<file path="src/rtl/envelope_shaper_if.sv">
// envelope_shaper_if: sample, note-control, config and output bundle of the
// ADSR envelope shaper. master drives samples/strobes/config, slave is the shaper.
interface envelope_shaper_if #(
    parameter int N      = 8,
    parameter int ENV_W  = 8,
    parameter int RATE_W = 12
);
    logic              sample_tick;
    logic [N-1:0]      pos_in;
    logic [N-1:0]      neg_in;
    logic              note_on;
    logic              note_off;
    logic [ENV_W-1:0]  attack_step;
    logic [ENV_W-1:0]  decay_step;
    logic [ENV_W-1:0]  release_step;
    logic [ENV_W-1:0]  sustain_level;
    logic [RATE_W-1:0] env_rate;
    logic [N-1:0]      pos_out;
    logic [N-1:0]      neg_out;
    logic              out_valid;
    logic [ENV_W-1:0]  env_level;
    logic [2:0]        env_state;
    logic              busy;

    modport master (
        output sample_tick, pos_in, neg_in, note_on, note_off,
        output attack_step, decay_step, release_step,
        output sustain_level, env_rate,
        input  pos_out, neg_out, out_valid, env_level, env_state, busy
    );

    modport slave (
        input  sample_tick, pos_in, neg_in, note_on, note_off,
        input  attack_step, decay_step, release_step,
        input  sustain_level, env_rate,
        output pos_out, neg_out, out_valid, env_level, env_state, busy
    );
endinterface

</file>
<file path="src/rtl/envelope_shaper.sv">
// envelope_shaper: ADSR envelope scaling pos/neg half-sine samples for the PWM DACs.
// Ports: clk, reset (async active-low), bus (envelope_shaper_if.slave: samples,
// note_on/off strobes, step/sustain/rate config in; scaled samples, out_valid,
// env_level, env_state, busy out).
// Option: ENVELOPE_RETRIGGER_ZERO_EN -> note_on restarts ATTACK from level 0;
// undefined -> ATTACK continues from the current level.
module envelope_shaper #(
    parameter int N      = 8,
    parameter int ENV_W  = 8,
    parameter int RATE_W = 12
) (
    input logic               clk,
    input logic               reset,
    envelope_shaper_if.slave  bus
);
    typedef enum logic [2:0] {
        IDLE    = 3'd0,
        ATTACK  = 3'd1,
        DECAY   = 3'd2,
        SUSTAIN = 3'd3,
        RELEASE = 3'd4
    } state_t;

    localparam logic [ENV_W-1:0] MAX = '1;
    localparam int PW = N + ENV_W + 1;

    state_t            state_q, state_d;
    logic [ENV_W-1:0]  level_q, level_d;
    logic [RATE_W-1:0] cnt_q, cnt_d;
    logic [ENV_W-1:0]  att_q, att_d;
    logic [ENV_W-1:0]  dec_q, dec_d;
    logic [ENV_W-1:0]  rel_q, rel_d;
    logic [ENV_W-1:0]  sus_q, sus_d;
    logic [RATE_W-1:0] rate_q, rate_d;
    logic [N-1:0]      pos_q, pos_d;
    logic [N-1:0]      neg_q, neg_d;
    logic              vld_q, vld_d;

    logic              env_tick;
    logic [ENV_W:0]    att_sum;
    logic [ENV_W:0]    dec_diff;
    logic [ENV_W:0]    rel_diff;
    logic [ENV_W:0]    lvl_p1;
    logic [PW-1:0]     pos_prod;
    logic [PW-1:0]     neg_prod;

    // Prescaler and config latch; note_on restarts the count so a
    // coinciding tick is dropped.
    always_comb begin
        env_tick = bus.sample_tick && (cnt_q == rate_q);
        cnt_d  = cnt_q;
        att_d  = att_q;
        dec_d  = dec_q;
        rel_d  = rel_q;
        sus_d  = sus_q;
        rate_d = rate_q;
        if (bus.note_on) begin
            cnt_d  = '0;
            att_d  = bus.attack_step;
            dec_d  = bus.decay_step;
            rel_d  = bus.release_step;
            sus_d  = bus.sustain_level;
            rate_d = bus.env_rate;
        end else if (bus.sample_tick) begin
            cnt_d = env_tick ? '0 : cnt_q + 1'b1;
        end
    end

    // Envelope FSM; the extra top bit of sum/diff flags overflow/underflow.
    always_comb begin
        state_d  = state_q;
        level_d  = level_q;
        att_sum  = {1'b0, level_q} + {1'b0, att_q};
        dec_diff = {1'b0, level_q} - {1'b0, dec_q};
        rel_diff = {1'b0, level_q} - {1'b0, rel_q};
        if (bus.note_on) begin
            state_d = ATTACK;
`ifdef ENVELOPE_RETRIGGER_ZERO_EN
            level_d = '0;
`endif
        end else if (bus.note_off &&
                     (state_q == ATTACK || state_q == DECAY ||
                      state_q == SUSTAIN)) begin
            state_d = RELEASE;
        end else if (env_tick) begin
            unique case (state_q)
                ATTACK: begin
                    if (att_q == '0 || att_sum >= {1'b0, MAX}) begin
                        level_d = MAX;
                        state_d = DECAY;
                    end else begin
                        level_d = att_sum[ENV_W-1:0];
                    end
                end
                DECAY: begin
                    if (sus_q == MAX || dec_q == '0 || dec_diff[ENV_W] ||
                        dec_diff[ENV_W-1:0] <= sus_q) begin
                        level_d = sus_q;
                        state_d = SUSTAIN;
                    end else begin
                        level_d = dec_diff[ENV_W-1:0];
                    end
                end
                RELEASE: begin
                    if (rel_q == '0 || rel_diff[ENV_W] ||
                        rel_diff[ENV_W-1:0] == '0) begin
                        level_d = '0;
                        state_d = IDLE;
                    end else begin
                        level_d = rel_diff[ENV_W-1:0];
                    end
                end
                default: ;
            endcase
        end
    end

    // Scale by (level+1)/2^ENV_W so full scale passes x unchanged;
    // level 0 is forced silent.
    always_comb begin
        lvl_p1   = {1'b0, level_q} + 1'b1;
        pos_prod = {{(ENV_W+1){1'b0}}, bus.pos_in} * {{N{1'b0}}, lvl_p1};
        neg_prod = {{(ENV_W+1){1'b0}}, bus.neg_in} * {{N{1'b0}}, lvl_p1};
        pos_d    = pos_q;
        neg_d    = neg_q;
        vld_d    = bus.sample_tick;
        if (bus.sample_tick) begin
            pos_d = (level_q == '0) ? '0 : pos_prod[ENV_W +: N];
            neg_d = (level_q == '0) ? '0 : neg_prod[ENV_W +: N];
        end
    end

    always_ff @(posedge clk or negedge reset) begin
        if (!reset) begin
            state_q <= IDLE;
            level_q <= '0;
            cnt_q   <= '0;
            att_q   <= '0;
            dec_q   <= '0;
            rel_q   <= '0;
            sus_q   <= '0;
            rate_q  <= '0;
            pos_q   <= '0;
            neg_q   <= '0;
            vld_q   <= 1'b0;
        end else begin
            state_q <= state_d;
            level_q <= level_d;
            cnt_q   <= cnt_d;
            att_q   <= att_d;
            dec_q   <= dec_d;
            rel_q   <= rel_d;
            sus_q   <= sus_d;
            rate_q  <= rate_d;
            pos_q   <= pos_d;
            neg_q   <= neg_d;
            vld_q   <= vld_d;
        end
    end

    assign bus.pos_out   = pos_q;
    assign bus.neg_out   = neg_q;
    assign bus.out_valid = vld_q;
    assign bus.env_level = level_q;
    assign bus.env_state = state_q;
    assign bus.busy      = (state_q != IDLE);
endmodule

</file>
<file path="src/flat_wrapper.sv">
// flat-port wrapper written by rule: the top's interface ports become plain ports
module envelope_shaper_flat 
#(
    parameter int N      = 8,
    parameter int ENV_W  = 8,
    parameter int RATE_W = 12
)
  (clk, reset, bus_sample_tick, bus_pos_in, bus_neg_in, bus_note_on, bus_note_off, bus_attack_step, bus_decay_step, bus_release_step, bus_sustain_level, bus_env_rate, bus_pos_out, bus_neg_out, bus_out_valid, bus_env_level, bus_env_state, bus_busy);
  envelope_shaper_if #(.N(N), .ENV_W(ENV_W), .RATE_W(RATE_W)) bus_i ();
  input logic clk;
  input logic reset;
  input wire logic [$bits(bus_i.sample_tick)-1:0] bus_sample_tick;
  input wire logic [$bits(bus_i.pos_in)-1:0] bus_pos_in;
  input wire logic [$bits(bus_i.neg_in)-1:0] bus_neg_in;
  input wire logic [$bits(bus_i.note_on)-1:0] bus_note_on;
  input wire logic [$bits(bus_i.note_off)-1:0] bus_note_off;
  input wire logic [$bits(bus_i.attack_step)-1:0] bus_attack_step;
  input wire logic [$bits(bus_i.decay_step)-1:0] bus_decay_step;
  input wire logic [$bits(bus_i.release_step)-1:0] bus_release_step;
  input wire logic [$bits(bus_i.sustain_level)-1:0] bus_sustain_level;
  input wire logic [$bits(bus_i.env_rate)-1:0] bus_env_rate;
  output wire logic [$bits(bus_i.pos_out)-1:0] bus_pos_out;
  output wire logic [$bits(bus_i.neg_out)-1:0] bus_neg_out;
  output wire logic [$bits(bus_i.out_valid)-1:0] bus_out_valid;
  output wire logic [$bits(bus_i.env_level)-1:0] bus_env_level;
  output wire logic [$bits(bus_i.env_state)-1:0] bus_env_state;
  output wire logic [$bits(bus_i.busy)-1:0] bus_busy;
  assign bus_i.sample_tick = bus_sample_tick;
  assign bus_i.pos_in = bus_pos_in;
  assign bus_i.neg_in = bus_neg_in;
  assign bus_i.note_on = bus_note_on;
  assign bus_i.note_off = bus_note_off;
  assign bus_i.attack_step = bus_attack_step;
  assign bus_i.decay_step = bus_decay_step;
  assign bus_i.release_step = bus_release_step;
  assign bus_i.sustain_level = bus_sustain_level;
  assign bus_i.env_rate = bus_env_rate;
  assign bus_pos_out = bus_i.pos_out;
  assign bus_neg_out = bus_i.neg_out;
  assign bus_out_valid = bus_i.out_valid;
  assign bus_env_level = bus_i.env_level;
  assign bus_env_state = bus_i.env_state;
  assign bus_busy = bus_i.busy;
  envelope_shaper #(.N(N), .ENV_W(ENV_W), .RATE_W(RATE_W)) u_core (.clk(clk), .reset(reset), .bus(bus_i));
endmodule
</file>
<file path="config.mk">
export PLATFORM = sky130hd
export DESIGN_NAME = envelope_shaper_flat
export DESIGN_NICKNAME = d
export VERILOG_FILES = /design/src/rtl/envelope_shaper_if.sv /design/src/rtl/envelope_shaper.sv /design/src/flat_wrapper.sv
export SDC_FILE = /design/constraint.sdc
export NUM_CORES = 1
export LEC_CHECK = 0
export ABC_AREA = 1
export ABC_CLOCK_PERIOD_IN_PS = 6900
export CAP_MARGIN = 30
export CORE_ASPECT_RATIO = 0.7
export CORE_MARGIN = 3
export CORE_UTILIZATION = 34
export CTS_BUF_LIST = sky130_fd_sc_hd__clkbuf_4
export DETAILED_ROUTE_END_ITERATION = 10
export RECOVER_POWER = 25
export SYNTH_ARGS = -nofsm -noshare
export SYNTH_HDL_FRONTEND = slang
export SYNTH_SLANG_ARGS = --single-unit
</file>
<file path="constraint.sdc">
create_clock -name clk -period 6.9 [get_ports clk]
set_clock_uncertainty 0.15 [all_clocks]
set_input_delay 1.38 -clock clk [delete_from_list [all_inputs] [get_ports clk]]
set_output_delay 1.38 -clock clk [all_outputs]
set_load 0.1 [all_outputs]
</file>
### Yosys cells after proc, flatten, opt, wreduce, memory -nomap -nowiden

Cells that the tools add are included.

| operators by class | value |
|---|---|
| add/subtract/negate cells | 5 |
| multipliers | 2 |
| $lt $le $gt $ge | 2 |
| equality and inequality tests | 9 |
| mux-type cells | 16 |
| bitwise operators | 2 |
| reduce and logical (&&, ||, !) cells | 22 |

Operator list:

| kind | count |
|---|---|
| 8-bit logical NOT | 5 |
| 8-bit 2-to-1 mux | 5 |
| 12-bit 2-to-1 mux | 3 |
| 8-bit by 9-bit multiplier with 16-bit output | 2 |
| 8-bit case mux with 3 select lines | 1 |
| 3-bit 2-to-1 mux | 6 |
| 8-bit by 8-bit subtractor with 9-bit output | 2 |
| 12-bit by 1-bit adder with 12-bit output (second input constant) | 1 |
| 12-bit equality test | 1 |
| 8-bit by 1-bit adder with 9-bit output (second input constant) | 1 |
| 8-bit by 8-bit adder with 9-bit output | 1 |
| 9-bit by 8-bit greater-or-equal comparator with 1-bit output (second input constant) | 1 |
| 3-bit case mux with 3 select lines | 1 |
| 3-bit nonzero test | 3 |
| 8-bit equality test (second input constant) | 1 |
| 8-bit less-or-equal comparator | 1 |
| 1-bit logical OR | 8 |
| 4-bit inequality test (second input constant) | 2 |
| 3-bit by 2-bit equality test with 1-bit output (second input constant) | 2 |
| 5-bit AND reduction | 1 |
| 5-bit nonzero test | 1 |
| 4-bit by 2-bit inequality test with 1-bit output (second input constant) | 1 |
| 4-bit AND reduction | 1 |
| 3-bit by 1-bit equality test with 1-bit output (second input constant) | 1 |
| 4 further kinds | 6 |

| word-level totals | value |
|---|---|
| register bits | 84 |
| input port bits | 65 |
| output and inout port bits | 29 |
| logic and storage cells | 69 |

### Depth between registers and ports, before layout

| logic depth | value |
|---|---|
| word-level depth | 9 |
| gate-level depth with buffers | 25 |
| depth with buffers taken out | 25 |

### Least setup slack after synthesis

OpenSTA, ideal clock, no wires.

| timing path | value |
|---|---|
| path kind | flip-flop to flip-flop |
| start point | reg u_core.level_q[1], in the netlist u_core.bus.env_level[1] |
| end point | reg u_core.neg_q[7], in the netlist u_core.bus.neg_out[7] |
| setup time | 0.120 ns |
| arrival | 5.674 ns |
| path slack | 0.956 ns |
| stages on the path, launching flop included | 21 |
| buffers on the path | 1 |
| path through | dfrtp_1 > ha_1 > nand2_1 > nor2_1 > nand4_1 > nand2_1 > clkbuf_1 > nor2_1 > fa_1 > fa_1 > fa_1 > inv_1 > fa_1 > inv_1 > ha_1 > a21oi_1 > o21ai_0 > a221oi_1 > nand3_1 > nand3_1 > nand2_1 |

| between the ends | value |
|---|---|
| longest elaborated chain between the ends | 3 |
| elaborated cells on any way between the ends | 4 |
| classes of those cells | add/sub: 1; mul: 1; mux: 1; reduce/logical: 1 |

RTL lines:

| item | RTL line | RTL |
|---|---|---|
| from (decl) | envelope_shaper.sv:28 | `logic [ENV_W-1:0] level_q, level_d;` |
| from (signal assigned) | envelope_shaper.sv:148 | `level_q <= level_d;` |
| 8-bit by 1-bit adder with 9-bit output | envelope_shaper.sv:121 | `lvl_p1 = {1'b0, level_q} + 1'b1;` |
| 8-bit by 9-bit multiplier with 16-bit output | envelope_shaper.sv:123 | `neg_prod = {{(ENV_W+1){1'b0}}, bus.neg_in} * {{N{1'b0}}, lvl_p1};` |
| 8-bit 2-to-1 mux * | envelope_shaper.sv:129 | `neg_d = (level_q == '0) ? '0 : neg_prod[ENV_W +: N];` |
| to (signal assigned) | envelope_shaper.sv:156 | `neg_q <= neg_d;` |
| to (decl) | envelope_shaper.sv:36 | `logic [N-1:0] neg_q, neg_d;` |

Mark *: on every way between the ends. The rest lies on a longest branch, timed or not.
A chain may end at the register's enable or synchronous reset.

### Worst setup path in the final report

| timing path | value |
|---|---|
| start point | reg u_core.level_q[2], in the netlist u_core.bus.env_level[2] |
| end point | reg u_core.pos_q[7], in the netlist u_core.bus.pos_out[7] |

| between the ends | value |
|---|---|
| longest elaborated chain between the ends | 3 |
| elaborated cells on any way between the ends | 4 |
| classes of those cells | add/sub: 1; mul: 1; mux: 1; reduce/logical: 1 |

RTL lines:

| item | RTL line | RTL |
|---|---|---|
| 8-bit by 1-bit adder with 9-bit output | envelope_shaper.sv:121 |  |
| 8-bit by 9-bit multiplier with 16-bit output | envelope_shaper.sv:122 | `pos_prod = {{(ENV_W+1){1'b0}}, bus.pos_in} * {{N{1'b0}}, lvl_p1};` |
| 8-bit 2-to-1 mux * | envelope_shaper.sv:128 | `pos_d = (level_q == '0) ? '0 : pos_prod[ENV_W +: N];` |
| to (signal assigned) | envelope_shaper.sv:155 | `pos_q <= pos_d;` |
| to (decl) | envelope_shaper.sv:35 | `logic [N-1:0] pos_q, pos_d;` |

Marks and branches as above.

==> run metrics <==
outcome complete, but fails checks; violated checks max-capacitance violations, max-slew violations; clock buffer depth 2; Startpoint Class flip-flop; period utilization 0.848; clk slew on worst S/H paths 0.15 ns; Row Count 51; most frequent cell after synthesis nand2_1; Syn. warnings 0; worst r2r path cells 21; Routed WL per cell 14.8 µm; number of vias per cell 4.87; power per cell area 115 nW/µm²; Worst Path Required 7.15 ns; EDFF count, synth 0; post-DP HPWL 22.8 mm; sequential area share after synthesis 0.212; CP Buf/Inv Count 3; starting density of the core 0.350; Main synth FF type dfrtp_1; switching portion of total power 0.415; ys async rst share 1.00; most frequent cells after synthesis nand2_1, inv_1, nor2_1; Max Cap Violations 1; fin crit period 5.85 ns; CTS tree yes; met3 WL 1.96 mm; Fin. Hold Viols 0; CP peak stage delay 0.71 ns; top-area cell type share of the netlist area 0.212; Hold WC Path Type reg -> reg; Num CTS Buffers 9; Top Metal Used met5; Area growth, synth to finish 15.5%; Layout Nets 1713; synthesized flop and latch total 84; fmax 0.171 GHz; overall power 1.32 mW; clock network power share 0.202; Setup violations, final 0; Static Leak 6.24 nW; sequential power share 0.422; Max VDD drop 0.0590 mV; Crit path depth 21; # placed instances 1826; initial antenna violation count 2; crit path cell chain nand2_1 > nor2_1 > nand2_1 > nor3_2 > inv_1 > o21ai_0 > nand2_1 > nor2_1 > fa_1 > fa_1 > fa_1 > inv_1 > fa_1 > inv_1 > ha_1 > a21oi_1 > o21ai_0 > a211oi_1 > nand3_1 > nand3_1 > nand2_1; CP top delay family adder cells; max-slew violations 44; max_slew headroom -0.756; gr ovfl total 0; RSZ-0062 raised after global routing no; 1st-iter DRT viols 638; Core ar. 28300 µm²; Met1 Wirelength 14.5 mm; fraction of layout cells with a size suffix above 1 0.0469; DIE AREA 31300 µm²; Net Switching 0.548 mW; Skew-Pair Late Insertion Delay 0.49 ns; antenna-violating nets left 0; Yosys cell types 44; post-synth design cell area 9910 µm²; total iterations of the first detailed-routing run 5; Sink Count 84; pin count of the biggest net entering global routing 50; Synth Instances 1373; Hold Path Depth 2; worst setup margin 1.05 ns; Pint 0.773 mW; CTS Hold Bufs 0; routed wl met2 10.6 mm; Slowest-stage cell, CP dfrtp_1; number of global-route vias before repair 8716; All-Layer GR Usage 0.181; post-cts sizing count 0; Critical Path Sink Type flip-flop; Placer Congestion 0.875; H-Tree Depth 3; fillcell total 2949; die height 149 µm; hold_ws 0.346 ns; WL final 27.2 mm; worst setup path class reg -> reg; post-synth net total 1620; total number of vias 8967; first-pass GRT wire length 45.5 mm; worst slew pin tran 2.63 ns; PortBufs 93; root buffer cell clkbuf_4; # DRC 0; die width 210 µm; final std cells w/o fill 1843; Synth area leader dfrtp_1; Logic pwr share 0.376; worst-path maximum fanout 13; IO Pins 94; crit path DAT 6.10 ns; Mean Syn Cell Area 7.22 µm²; top post-synthesis cells by area dfrtp_1, fa_1, nand2_1; setup TNS 0 ns; pre-CTS setup slack 0.865 ns; Post-CTS Setup Bufs 0
-- cell type report --
cell class                      instances  area [µm²]  area share
Timing Repair Buffer                  106        1080      0.0940
Tap cell                              371         464      0.0406
Clock buffer                           10        75.1     0.00656
Antenna cell                            1        2.50    0.000219
Inverter                              254         956      0.0835
Multi-Input combinational cell       1011        6730       0.588
Clock inverter                          6        40.0     0.00350
Sequential cell                        84        2100       0.184
-- placed cells by master, fill, tap and decap left out, types with 4 or more instances in the layout --
| master | instances |
|---|---|
| xor2_1 | 13 |
| o21ai_1 | 8 |
| clkdlybuf4s50_1 | 90 |
| nand2_1 | 342 |
| o21ai_0 | 68 |
| nand3_2 | 7 |
| a21oi_1 | 54 |
| clkbuf_4 | 10 |
| nand4_1 | 27 |
| fa_1 | 83 |
| xnor2_1 | 12 |
| nor2_2 | 9 |
| ha_1 | 99 |
| nor4_1 | 5 |
| inv_2 | 11 |
| nor2_1 | 178 |
| a21o_1 | 4 |
| dfrtp_1 | 84 |
| inv_1 | 242 |
| buf_4 | 10 |
| nor3_1 | 11 |
| nand3_1 | 55 |
| nand3b_1 | 6 |
-- worst reg2reg max path, cell delays in order (launching register included) --
cell	delay, ns
dfrtp_1	0.71
nand2_1	0.14
nor2_1	0.10
nand2_1	0.10
nor3_2	0.16
inv_1	0.07
o21ai_0	0.14
nand2_1	0.41
nor2_1	0.29
fa_1	0.46
fa_1	0.48
fa_1	0.55
inv_1	0.06
fa_1	0.52
inv_1	0.04
ha_1	0.34
a21oi_1	0.26
o21ai_0	0.18
a211oi_1	0.35
nand3_1	0.12
nand3_1	0.10
nand2_1	0.05
-- through the flow --
step	util	instance area (µm²)
floorplan	-	9910
global placement	0.398	11200
detailed placement	0.401	11300
CTS	0.405	11400
global route	0.405	11400
finish	0.405	11400
-- power by group through the flow --
stage               clock (mW)  combinational [mW]  sequential (mW)
finish                   0.267               0.497            0.558
global route             0.301               0.562            0.564
CTS                      0.282               0.499            0.558
detailed placement           0               0.496            0.567
global placement             0               0.490            0.567
floorplan                    0               0.307            0.596
-- flip-flops by register name (all words and copies together) (netlist names) --
name / flops
u_core.bus.env_state: 3
u_core.rate_q: 12
u_core.bus.out_valid: 1
u_core.cnt_q: 12
u_core.bus.pos_out: 8
u_core.bus.neg_out: 8
u_core.dec_q: 8
u_core.att_q: 8
u_core.rel_q: 8
u_core.bus.env_level: 8
u_core.sus_q: 8
-- metal layers --
metal | up-vias | GRT usage
met5 | - | 0
met4 | 2 | 0.0226
met3 | 19 | 0.0448
met2 | 265 | 0.251
met1 | 4205 | 0.287
li1 | 4476 | -
-- worst paths after layout --
check	start	endpoint	slack [ns]
worst max-delay path	u_core.bus.env_level[2]	u_core.bus.pos_out[7]	1.05
min in group asynchronous	reset	u_core.bus.pos_out[4]	1.54
worst min register to register	u_core.bus.neg_out[2]	u_core.bus.neg_out[2]	0.35
worst min-delay path	u_core.bus.neg_out[2]	u_core.bus.neg_out[2]	0.35
max in group asynchronous	reset	u_core.rate_q[5]	3.35
worst max register to register	u_core.bus.env_level[2]	u_core.bus.pos_out[7]	1.05
-- kinds of logic (layout without fill, tap and decap cells) --
kind of cell,Yosys count,count (layout),synth area share
simple gates,651,651,0.279
buf+inv,278,376,0.109
fa+ha+maj,182,182,0.293
compound gates,152,152,0.0832
flops,84,84,0.212
xor+xnor,26,26,0.0237
other cells,0,1,0
Power figures use the tool's default switching activity.
